`src/rtl/port_serial_tx.sv`:
```
// Port-bus peripheral that serialises firmware-queued bytes onto a UART-style line.
// A one-entry holding buffer lets firmware queue the next byte while a frame is in flight.
module port_serial_tx #(
    parameter int unsigned CLKS_PER_BIT = 16,
    parameter int unsigned PARITY_EN    = 0,
    parameter int unsigned STOP_BITS    = 1
) (
    input  logic       clk_i,
    input  logic       rst_ni,
    input  logic [7:0] port_data_i,
    input  logic [7:0] port_ctrl_i,
    output logic [7:0] port_status_o,
    output logic       tx_o
);

    localparam int unsigned TimerW = $clog2(CLKS_PER_BIT);
    localparam logic [TimerW-1:0] TimerLast = TimerW'(CLKS_PER_BIT - 1);
    localparam logic [2:0] LastStop = 3'(STOP_BITS - 1);

    typedef enum logic [2:0] {
        StIdle,
        StStart,
        StData,
        StParity,
        StStop
    } state_e;

    state_e            state_q, state_d;
    logic [TimerW-1:0] timer_q, timer_d;
    logic [2:0]        bit_q, bit_d;
    logic [7:0]        shift_q, shift_d;
    logic [7:0]        hold_q, hold_d;
    logic              hold_full_q, hold_full_d;
    logic              req_seen_q, req_seen_d;
    logic              ovr_q, ovr_d;
    logic              done_q, done_d;
    logic [3:0]        count_q, count_d;
    logic              busy_q, busy_d;
    logic              tx_q, tx_d;

    logic req, bit_end, frame_end, ovr_set;

    logic unused_ctrl;
    assign unused_ctrl = ^port_ctrl_i[6:1];

    always_comb begin
        state_d     = state_q;
        timer_d     = timer_q;
        bit_d       = bit_q;
        shift_d     = shift_q;
        hold_d      = hold_q;
        hold_full_d = hold_full_q;
        ovr_d       = ovr_q;
        done_d      = done_q;
        count_d     = count_q;
        ovr_set     = 1'b0;

        req        = port_ctrl_i[0] != req_seen_q;
        req_seen_d = port_ctrl_i[0];
        bit_end    = timer_q == TimerLast;
        frame_end  = (state_q == StStop) && bit_end && (bit_q == LastStop);
        timer_d    = (state_q == StIdle || bit_end) ? '0 : timer_q + 1'b1;

        unique case (state_q)
            StIdle: ;
            StStart: begin
                if (bit_end) begin
                    state_d = StData;
                    bit_d   = 3'd0;
                end
            end
            StData: begin
                if (bit_end) begin
                    if (bit_q == 3'd7) begin
                        state_d = (PARITY_EN != 0) ? StParity : StStop;
                        bit_d   = 3'd0;
                    end else begin
                        bit_d = bit_q + 3'd1;
                    end
                end
            end
            StParity: begin
                if (bit_end) begin
                    state_d = StStop;
                    bit_d   = 3'd0;
                end
            end
            StStop: begin
                if (frame_end) begin
                    done_d  = ~done_q;
                    count_d = count_q + 4'd1;
                    if (hold_full_q) begin
                        shift_d     = hold_q;
                        hold_full_d = 1'b0;
                        state_d     = StStart;
                    end else begin
                        state_d = StIdle;
                    end
                end else if (bit_end) begin
                    bit_d = bit_q + 3'd1;
                end
            end
            default: state_d = StIdle;
        endcase

        // On a frame-end edge the hold slot is being vacated, so a request can refill it.
        if (req) begin
            if (state_q == StIdle || (frame_end && !hold_full_q)) begin
                shift_d = port_data_i;
                state_d = StStart;
                bit_d   = 3'd0;
            end else if (!hold_full_q || frame_end) begin
                hold_d      = port_data_i;
                hold_full_d = 1'b1;
            end else begin
                ovr_set = 1'b1;
            end
        end

        if (port_ctrl_i[7]) ovr_d = 1'b0;
        if (ovr_set) ovr_d = 1'b1;

        busy_d = state_d != StIdle;

        // tx is computed from next state so the line follows the state with no extra lag.
        case (state_d)
            StStart:  tx_d = 1'b0;
            StData:   tx_d = shift_d[bit_d];
            StParity: tx_d = ^shift_d;
            default:  tx_d = 1'b1;
        endcase
    end

    always_ff @(posedge clk_i or negedge rst_ni) begin
        if (!rst_ni) begin
            state_q     <= StIdle;
            timer_q     <= '0;
            bit_q       <= 3'd0;
            shift_q     <= 8'h00;
            hold_q      <= 8'h00;
            hold_full_q <= 1'b0;
            req_seen_q  <= 1'b0;
            ovr_q       <= 1'b0;
            done_q      <= 1'b0;
            count_q     <= 4'd0;
            busy_q      <= 1'b0;
            tx_q        <= 1'b1;
        end else begin
            state_q     <= state_d;
            timer_q     <= timer_d;
            bit_q       <= bit_d;
            shift_q     <= shift_d;
            hold_q      <= hold_d;
            hold_full_q <= hold_full_d;
            req_seen_q  <= req_seen_d;
            ovr_q       <= ovr_d;
            done_q      <= done_d;
            count_q     <= count_d;
            busy_q      <= busy_d;
            tx_q        <= tx_d;
        end
    end

    assign port_status_o = {count_q, done_q, ovr_q, hold_full_q, busy_q};
    assign tx_o          = tx_q;

endmodule

```
`config.mk`:
```
export PLATFORM = sky130hd
export DESIGN_NAME = port_serial_tx
export DESIGN_NICKNAME = d
export VERILOG_FILES = /design/src/rtl/port_serial_tx.sv
export SDC_FILE = /design/constraint.sdc
export NUM_CORES = 1
export LEC_CHECK = 0
export ABC_AREA = 1
export ABC_CLOCK_PERIOD_IN_PS = 2410
export CAP_MARGIN = 10
export CORE_ASPECT_RATIO = 0.75
export CORE_MARGIN = 3
export CORE_UTILIZATION = 57
export CTS_CLUSTER_DIAMETER = 100
export DETAILED_ROUTE_END_ITERATION = 8
export PLACE_DENSITY_LB_ADDON = 0.05
export SLEW_MARGIN = 20
export SYNTH_ARGS = -nofsm -noshare
export SYNTH_HDL_FRONTEND = slang
export SYNTH_SLANG_ARGS = --single-unit
export TNS_END_PERCENT = 1
```
`constraint.sdc`:
```
create_clock -name clk_i -period 2.41 [get_ports clk_i]
set_clock_uncertainty 0.15 [all_clocks]
set_input_delay 0.482 -clock clk_i [delete_from_list [all_inputs] [get_ports clk_i]]
set_output_delay 0.482 -clock clk_i [all_outputs]
set_load 0.05 [all_outputs]
```
Yosys cells after proc, flatten, opt, wreduce, memory -nomap -nowiden
Index checks and enable logic that the tools add are counted.

word-level totals
  register bits after elaboration = 36
  latch bits = 0
  RAM bits = 0
  bits in read-only memories = 0
  input bits = 18
  output and inout port bits = 9
  logic and storage cells = 79
  memories = 0

operators by class
  add/subtract/negate cells = 3
  multipliers = 0
  div/mod/pow operators = 0
  $lt $le $gt $ge = 1
  equal/unequal tests = 10
  shifts and indexed selects = 0
  muxes and demuxes = 36
  bitwise logic cells = 2
  reductions and logical operators = 15

operator list
  kind                 number
  $mux 3               14
  $mux 8               5
  $pmux 3 s5           1
  $eq 3x2->1 const B   4
  $mux 1               12
  $pmux 3 s3           1
  $add 4x1->4 const B  2
  $reduce_xor 8->1     1
  $eq 3x1->1 const B   2
  $eq 3x3->1 const B   2
  $logic_not 3->1      2
  $eq 4x4->1 const B   1
  $lt 3x4->1 const B   1
  $mux 4               1
  $add 3x1->3 const B  1
  $bmux 1 s3           1
  $logic_and 1x1->1    3
  $logic_or 1x1->1     3
  $pmux 1 s3           1
  $reduce_and 3->1     1
  $reduce_bool 3->1    1
  $not 1->1            2
  $reduce_and 2->1     1
  $reduce_bool 2->1    1
  other kinds (3)      3

Depth between registers and ports, before layout
Gate-level depths: netlist of the first run.

  word-level depth = 10
  gate-level depth with buffers = 19
  gate-level depth less buffers = 18

Worst setup path before layout of the first run
OpenSTA, ideal clock, no wires.

  path type = reg2reg
  start = register bit_q[0]
  end = register hold_q[0]
  setup time = 125 ps
  data arrival time = 1828 ps
  required time = 2135 ps
  slack = 307 ps
  stages on the path, launching flop included = 10
  buffers on the path = 0
  period minus slack after synthesis = 2103 ps
  cells stage by stage = dfrtp_1 -> inv_1 -> ha_1 -> nand2_1 -> nor2_8 -> nand2_4 -> inv_2 -> nor2_1 -> nor2_2 -> mux2_2

on the way
  cells in the longest elaborated chain, start to end = 6
  elaborated cells on any way between the ends = 7
  those cells by class = bitwise: 1; reduce/logical: 6

ends and longest elaborated chain
  what                                 line  source
  from (decl)                          30    logic [2:0] bit_q, bit_d;
  from (signal assigned)               151   bit_q <= bit_d;
  $logic_not 3->1 *                    61    frame_end = (state_q == StStop) && bit_end && (bit_q == LastStop);
  $logic_and 1x1->1 *                  61
  $logic_and 1x1->1                    108   if (state_q == StIdle || (frame_end && !hold_full_q)) begin
  $logic_or 1x1->1                     108
  $not 1->1 (no source line)           n/a
  $reduce_and 3->1 (no source line) *  n/a
  to (signal assigned)                 153   hold_q <= hold_d;
  to (decl)                            32    logic [7:0] hold_q, hold_d;

Mark *: on every way between the ends. The rest lies on a longest branch, timed or not.
A chain may end at the register's enable or synchronous reset.

Worst setup path in the final report of the first run
  start = register timer_q[0]
  end = register tx_q, in the netlist tx_o

on the way
  cells in the longest elaborated chain, start to end = 10
  elaborated cells on any way between the ends = 30
  those cells by class = eq/ne: 4; mux: 21; reduce/logical: 5

ends and longest elaborated chain
  what                                                line     source
  from (decl)                                         29       logic [TimerW-1:0] timer_q, timer_d;
  from (signal assigned)                              150      timer_q <= timer_d;
  $eq 4x4->1 *                                        60       bit_end = timer_q == TimerLast;
  $logic_and 1x1->1 * (2 in a row)                    61
  $mux 8 / $logic_and 1x1->1 (equally long branches)  89, 108
  $mux 8 / $logic_or 1x1->1 (equally long branches)   64, 108
  $mux 8                                              108
  $mux 8 *                                            107      if (req) begin
  named net shift_d[4]                                31       logic [7:0] shift_q, shift_d;
  $bmux 1 s3                                          128      StData: tx_d = shift_d[bit_d];
  $mux 1 (implied by the code)                        128
  $pmux 1 s3 *                                        126      case (state_d)
  named net tx_d                                      39       logic tx_q, tx_d;
  to (signal assigned)                                160      tx_q <= tx_d;
  to (decl)                                           39

The timed path passes the listed nets; every way through them passes the cells marked *. The select of a mux whose other input is x is not followed.

==> impl_metrics.py, run 1 <==
metrics = {
    "timing": {
        "fmax_mhz": 437,
        "postLayoutSetupSlackWorst_ns": 0.120,
        "finalSetupViolCount": 0,
        "fin_crit_sh_pct": 95.0,
        "slew_headroom_pct": 46.2,
        "final_hold_viol_count": 0,
        "finalCriticalPeriod_ns": 2.29,
        "drv_slew": 0,
        "tightest_slew_ns": 0.806,
    },
    "synth": {
        "synth-edff-count": 0,
        "muxShareOfSynthArea_pct": 2.73,
        "synth_top_family_by_area": "simple AND/OR/NAND/NOR gates",
        "ys_ff_latch": 36,
        "yosysWarnings": 0,
        "synth_area_um2": 2470,
        "synth_nets": 358,
        "synthFlopType": "dfrtp_1",
        "synth.distinct_cells": 33,
        "syn_area_per_cell_um2": 7.41,
        "synth_compound_area_share_pct": 3.39,
        "synth-simple-area-share_pct": 40.4,
        "synthAdderAreaFrac_pct": 3.03,
        "syn_inst": 334,
        "async_flop_share_pct": 100,
        "synthXorXnorAreaFrac_pct": 2.48,
        "ys_seq_area_share_pct": 36.5,
    },
    "cells_and_area": {
        "final_area_um2": 3000,
        "utilization_pct": 73.1,
        "layoutNonFillerInstCount": 431,
        "drive_gt1_share_pct": 23.9,
        "fill_cells": 334,
        "area_growth_pct": 21.3,
        "antenna_cells": 0,
        "fin_nets": 400,
    },
    "detailed_routing": {
        "wl_um": 5710,
        "ant_nets": 0,
        "firstDrtPassIters": 4,
        "drc": 0,
        "wl_per_cell_um": 13.2,
        "drtIter0Drc": 146,
        "vias": 2162,
        "viasPerCell": 5.02,
    },
    "placed_design": {
        "placedCellCount": 420,
        "dp_hpwl_um": 4120,
        "routabilityCongestion": 0.878,
        "place.port_buffers": 20,
        "dpl_cell_area_um2": 2830,
        "pre_cts_ws_ns": -0.0490,
    },
    "global_routing": {
        "grt_pass1_wl_um": 9480,
        "track_usage_pct": 24.0,
        "antenna_found_initial": 0,
        "grt_pass1_vias": 2090,
        "overflow": 0,
        "grt_max_degree": 37,
    },
    "setup_path": {
        "slowest_delay_ns": 0.43,
        "crit_chain": "ha_4 -> nand3_4 -> nor2_8 -> nand3_4 -> nand2_8 -> buf_4 -> nand3_1 -> nand2_4 -> nand2_2 -> nand2_2 -> inv_2 -> nand2_1 -> nand2_1 -> nand2_1 -> nand3_1 -> nand3_1",
        "critPathKind": "reg -> reg",
        "critPathBufInv": 2,
        "reg2reg_slack_ns": 0.12,
        "worstPathRequired_ns": 2.49,
        "critPathCaptureType": "flip-flop",
        "r2r-start": "timer_q[0]",
        "worst_path_max_delay_cell": "dfrtp_1",
        "crit_fanout": 8,
        "critPathTopFamily": "simple AND/OR/NAND/NOR gates",
        "timing.rr.end": "tx_o",
        "arrival_ns": 2.37,
        "rr_worst_depth": 16,
        "start_kind": "flip-flop",
    },
    "die": {
        "dieArea_um2": 5180,
        "core_area_um2": 4100,
        "io_pins": 27,
        "initial_core_util_pct": 60.3,
        "die_x_um": 82.1,
        "die_h_um": 63.1,
        "fp-row-count": 20,
    },
    "clock_tree": {
        "cts_tree": "done",
        "cts_root_buf": "clkbuf_8",
        "clock-sinks": 36,
        "clk_pin_slew_ns": 0.07,
        "postCtsHoldBufs": 0,
        "clockBufferDepth": 2,
        "htree_levels": 2,
        "clk_latency_ns": 0.29,
        "cts-buffers-inserted": 5,
    },
    "worst_hold_path": {
        "hp-class": "in -> async",
    },
    "job": {
        "maxCapViolCount": 0,
    },
    "pwr": {
        "p_leak_nw": 1.64,
        "vdd.ir_drop.worst_mv": 0.336,
        "p_per_area_nw_per_um2": 380,
    },
    "run_status": {
        "status": "finished, final reports clean",
    },
}
-- state kept, by name (all words and copies together), names as in the netlist --
register	count
hold_full_q	1
ovr_q	1
hold_q	8
state_q	3
req_seen_q	1
count_q	4
timer_q	4
busy_q	1
shift_q	8
bit_q	3
tx_o	1
done_q	1
-- cell usage after synthesis (4+ instances only) --
cell,instances,area [µm²]
nand2_1,96,360
inv_1,38,143
dfrtp_1,35,876
nand3_1,31,155
nor2_1,29,109
nand2_2,22,138
clkinv_1,6,22.5
ha_1,6,75.1
mux2_2,6,67.6
nand2_4,6,67.6
nand3b_1,6,45.0
o21ai_0,6,30.0
a21oi_1,5,25.0
buf_6,5,56.3
inv_2,5,18.8
xnor2_1,5,43.8
buf_4,4,30.0
-- worst max-delay path by stage --
stage,startpoint,to,depth (start not counted)
floorplan,bit_q[0],hold_q[0],9
global placement,port_ctrl_i[0],tx_o,12
detailed placement,port_ctrl_i[0],tx_o,14
CTS,bit_q[0],tx_o,16
global route,timer_q[0],tx_o,17
finish,timer_q[0],tx_o,16
-- worst register-to-register path: stages, from the launching register on --
cell and delay [ns]:
dfrtp_1 0.43, ha_4 0.19, nand3_4 0.12, nor2_8 0.17, nand3_4 0.11, nand2_8 0.14
buf_4 0.18, nand3_1 0.13, nand2_4 0.11, nand2_2 0.05, nand2_2 0.08, inv_2 0.04
nand2_1 0.05, nand2_1 0.04, nand2_1 0.06, nand3_1 0.09, nand3_1 0.10
-- per-stage QoR --
step	setup TNS (ns)	hold slack [ns]	total power (W)
floorplan	0	0.0364	0.000645
finish	0	0.132	0.00114
global route	-0.0370	0.192	0.00119
CTS	0	0.156	0.00115
global placement	-0.0402	0.304	0.000688
detailed placement	-0.0490	0.311	0.000689
-- cell usage in the layout (no fill, tap or decap), drive strengths merged, types with 7 or more instances in the layout --
cell type      Yosys  routed
clkbuf             1       7
nor2              34      34
clkdlybuf4s50      0      18
buf               11      29
inv               43      43
dfrtp             35      35
nand2            124     124
o21ai              7       7
nand3             33      33
-- power by group --
group          total [W]  switching (W)  internal (W)
clock           0.000461       0.000207      0.000254
sequential      0.000608     0.00000136      0.000607
combinational  0.0000701      0.0000411     0.0000290
total            0.00114       0.000249      0.000890
-- timing repair --
action                     4_1_cts  5_1_grt
cloned                           0        0
setup buffers                    0        4
setup endpoints to repair        1        2
resized for setup                1        7
pin swaps                        0        3
-- cell type report --
class                      instances  area, µm²  share of cell area [%]
clock buffer                       7       96.3                    3.21
inverter                          49        184                    6.13
multi-input combinational        237       1330                    44.3
sequential                        36        902                    30.1
tap                               55       68.8                    2.29
timing repair buffer              47        420                    14.0
-- routing by layer --
layer  vias to the layer above  wire length, µm  GRT usage [%]
met5                         -                0              0
met4                         0               65           6.22
met3                         7              364           4.71
met2                        53             2710           38.5
met1                       993             2570           33.1
li1                       1109                -              -
-- cell families after synthesis --
| logic type | Yosys count |
|---|---|
| and+or+nand+nor | 203 |
| buffers and inverters | 61 |
| DFF | 36 |
| AOI/OAI and AO/OA | 15 |
| xor gates and xnor gates | 7 |
| muxes | 6 |
| adders and majority gates | 6 |
Power figures use the tool's default switching activity.
==> run 2: changes to the inputs <==
--- a/config.mk
+++ b/config.mk
@@ -8,12 +8,14 @@
 export ABC_AREA = 1
 export ABC_CLOCK_PERIOD_IN_PS = 2410
 export CAP_MARGIN = 10
+export CELL_PAD_IN_SITES_DETAIL_PLACEMENT = 1
+export CELL_PAD_IN_SITES_GLOBAL_PLACEMENT = 2
 export CORE_ASPECT_RATIO = 0.75
 export CORE_MARGIN = 3
-export CORE_UTILIZATION = 57
+export CORE_UTILIZATION = 33
 export CTS_CLUSTER_DIAMETER = 100
 export DETAILED_ROUTE_END_ITERATION = 8
-export PLACE_DENSITY_LB_ADDON = 0.05
+export PLACE_DENSITY = 0.8
 export SLEW_MARGIN = 20
 export SYNTH_ARGS = -nofsm -noshare
 export SYNTH_HDL_FRONTEND = slang
==> run 2 against run 1 <==
Via count rose by 1.1%. Routed wire length rose by 18%. Global-route usage shrank 7.3 points. Highest routed layer unchanged. Clock-buffer cell count shrank 1. Largest cell class unchanged.
==> impl_metrics.py, run 2 (same netlist as run 1, synthesis figures left out) <==
metrics = {
    "run_status": {
        "status": "finished, final reports clean",
    },
    "placed_design": {
        "pre_cts_ws_ns": -0.118,
        "dp_hpwl_um": 5120,
        "place.port_buffers": 20,
        "dpl_cell_area_um2": 2870,
        "routabilityCongestion": 0.745,
    },
    "cells_and_area": {
        "final_area_um2": 3130,
        "top_regs": "hold_q x8, shift_q x8",
        "regArea_um2": 902,
        "final_cell_mix": "nand2_1 (92), inv_1 (37), dfrtp_1 (35), nor2_1 (29), nand3_1 (29)",
        "fill_cells": 893,
        "fin_nets": 403,
        "multi_input_area_um2": 1380,
        "final_common_cell": "nand2_1",
        "drive_gt1_share_pct": 25.8,
        "antenna_cells": 0,
        "utilization_pct": 44.5,
        "area_growth_pct": 26.4,
    },
    "timing": {
        "whs_ns": 0.322,
        "postLayoutSetupSlackWorst_ns": 0.155,
        "tightest_slew_ns": 0.501,
        "finalCriticalPeriod_ns": 2.25,
        "finalSetupViolCount": 0,
        "final_hold_viol_count": 0,
        "drv_slew": 0,
        "slew_headroom_pct": 66.5,
        "fmax_mhz": 443,
        "fin_tns_setup_ns": 0,
        "fin_crit_sh_pct": 93.6,
    },
    "detailed_routing": {
        "vias": 2186,
        "drtIter0Drc": 43,
        "viasPerCell": 4.57,
        "wl_per_cell_um": 14.1,
        "firstDrtPassIters": 4,
        "wl_um": 6740,
        "ant_nets": 0,
        "drc": 0,
    },
    "clock_tree": {
        "clock-sinks": 36,
        "htree_levels": 2,
        "cts_tree": "done",
        "clk_latency_ns": 0.30,
        "cts-buffers-inserted": 5,
        "clockBufferDepth": 2,
        "clk_pin_slew_ns": 0.08,
        "cts_root_buf": "clkbuf_8",
    },
    "setup_path": {
        "reg2reg_slack_ns": 0.16,
        "critical_path.startpoint": "timer_q[0]",
        "crit_end": "tx_o",
        "start_kind": "flip-flop",
        "r2r-start": "timer_q[0]",
        "timing.rr.end": "tx_o",
        "arrival_ns": 2.32,
        "critPathKind": "reg -> reg",
        "rr_worst_depth": 13,
        "critPathCaptureType": "flip-flop",
        "worstPathRequired_ns": 2.47,
        "crit_fanout": 5,
    },
    "pwr": {
        "pwr-share-clk_pct": 44.2,
        "seqPwrFrac_pct": 49.6,
        "combPwrFrac_pct": 6.2,
        "p_sw_w": 0.000281,
        "p_per_area_nw_per_um2": 392,
        "p_int_w": 0.000945,
        "p_leak_nw": 1.64,
        "vdd.ir_drop.worst_mv": 0.177,
        "switching_share_pct": 22.9,
    },
    "worst_hold_path": {
        "min_from": "count_q[3]",
        "hp-class": "reg -> reg",
    },
    "global_routing": {
        "grt_max_degree": 21,
        "overflow": 0,
        "grt_pass1_wl_um": 11000,
        "track_usage_pct": 16.7,
        "antenna_found_initial": 0,
        "grt_pass1_vias": 2261,
    },
    "die": {
        "io_pins": 27,
        "initial_core_util_pct": 35.2,
        "core_area_um2": 7030,
        "die_x_um": 106,
        "fp-row-count": 26,
        "dieArea_um2": 8590,
        "die_h_um": 81,
    },
    "job": {
        "maxCapViolCount": 0,
    },
}
## run 2: changes by cell type in the layout (fill, tap and decap cells not counted), moves of 2 or more
cell / delta
buf_6: +2
nand3_1: -2
nand2_1: -3
nand3_2: +2
nand2_4: +2
clkbuf_8: -2
## run 2: metrics by stage
| step | total power, W | instances |
|---|---|---|
| 2_1_floorplan | 0.000645 | 334 |
| 3_3_place_gp | 0.000690 | 462 |
| 3_5_place_dp | 0.000692 | 462 |
| 4_1_cts | 0.00124 | 471 |
| 5_1_grt | 0.00128 | 478 |
| 6_report | 0.00123 | 478 |
## run 2: critical path, cell delays in order, from the launching register on
cell and delay (ns):
dfrtp_1 0.41, ha_4 0.17, nand3_4 0.12, buf_4 0.17
buf_4 0.14, or2_2 0.26, a21oi_1 0.17, nor2_1 0.10
inv_1 0.10, nand3_1 0.08, nand2_1 0.08, nand2_1 0.06
nand3_1 0.08, nand3_1 0.08
## run 2: cell type report
type,instances,share of cell area (%)
Multi-Input combinational cell,238,44.0
Clock buffer,6,2.32
Sequential cell,36,28.8
Tap cell,98,3.92
Clock inverter,2,1.12
Timing Repair Buffer,49,13.8
Inverter,49,5.96
## run 2: repair_timing
action	4_1_cts	5_1_grt
hold endpoints to repair	13	0
hold buffers	1	0
setup buffers	0	6
endpoints found under the setup margin	0	2
gates resized for setup	0	20
## run 2: routing by layer
| layer | share of wire, % | track usage, % |
|---|---|---|
| met5 | 0 | 0 |
| met4 | 0.77 | 4.27 |
| met3 | 2.5 | 3.65 |
| met2 | 44 | 26.5 |
| met1 | 53 | 23.3 |
## run 2: power groups by stage
stage               clock, W  combinational, W  sequential, W
floorplan                  0         0.0000253       0.000619
finish              0.000541         0.0000764       0.000608
global route        0.000588         0.0000841       0.000608
CTS                 0.000556         0.0000732       0.000608
global placement           0         0.0000704       0.000619
detailed placement         0         0.0000718       0.000620
## run 2: how the worst min path moves through the flow
stage,end,cells after the start
3_3_place_gp,done_q,1
4_1_cts,timer_q[0],1
5_1_grt,done_q,1
3_5_place_dp,hold_q[4],1
2_1_floorplan,bit_q[0],0
6_report,count_q[3],1
==> run 3: changes to the inputs <==
--- a/config.mk
+++ b/config.mk
@@ -15,6 +15,7 @@
 export CORE_UTILIZATION = 33
 export CTS_CLUSTER_DIAMETER = 100
 export DETAILED_ROUTE_END_ITERATION = 8
+export GPL_ROUTABILITY_DRIVEN = 0
 export PLACE_DENSITY = 0.8
 export SLEW_MARGIN = 20
 export SYNTH_ARGS = -nofsm -noshare
==> results of run 3 <==
Final layout, timing and power as in run 2 (identical DEF).
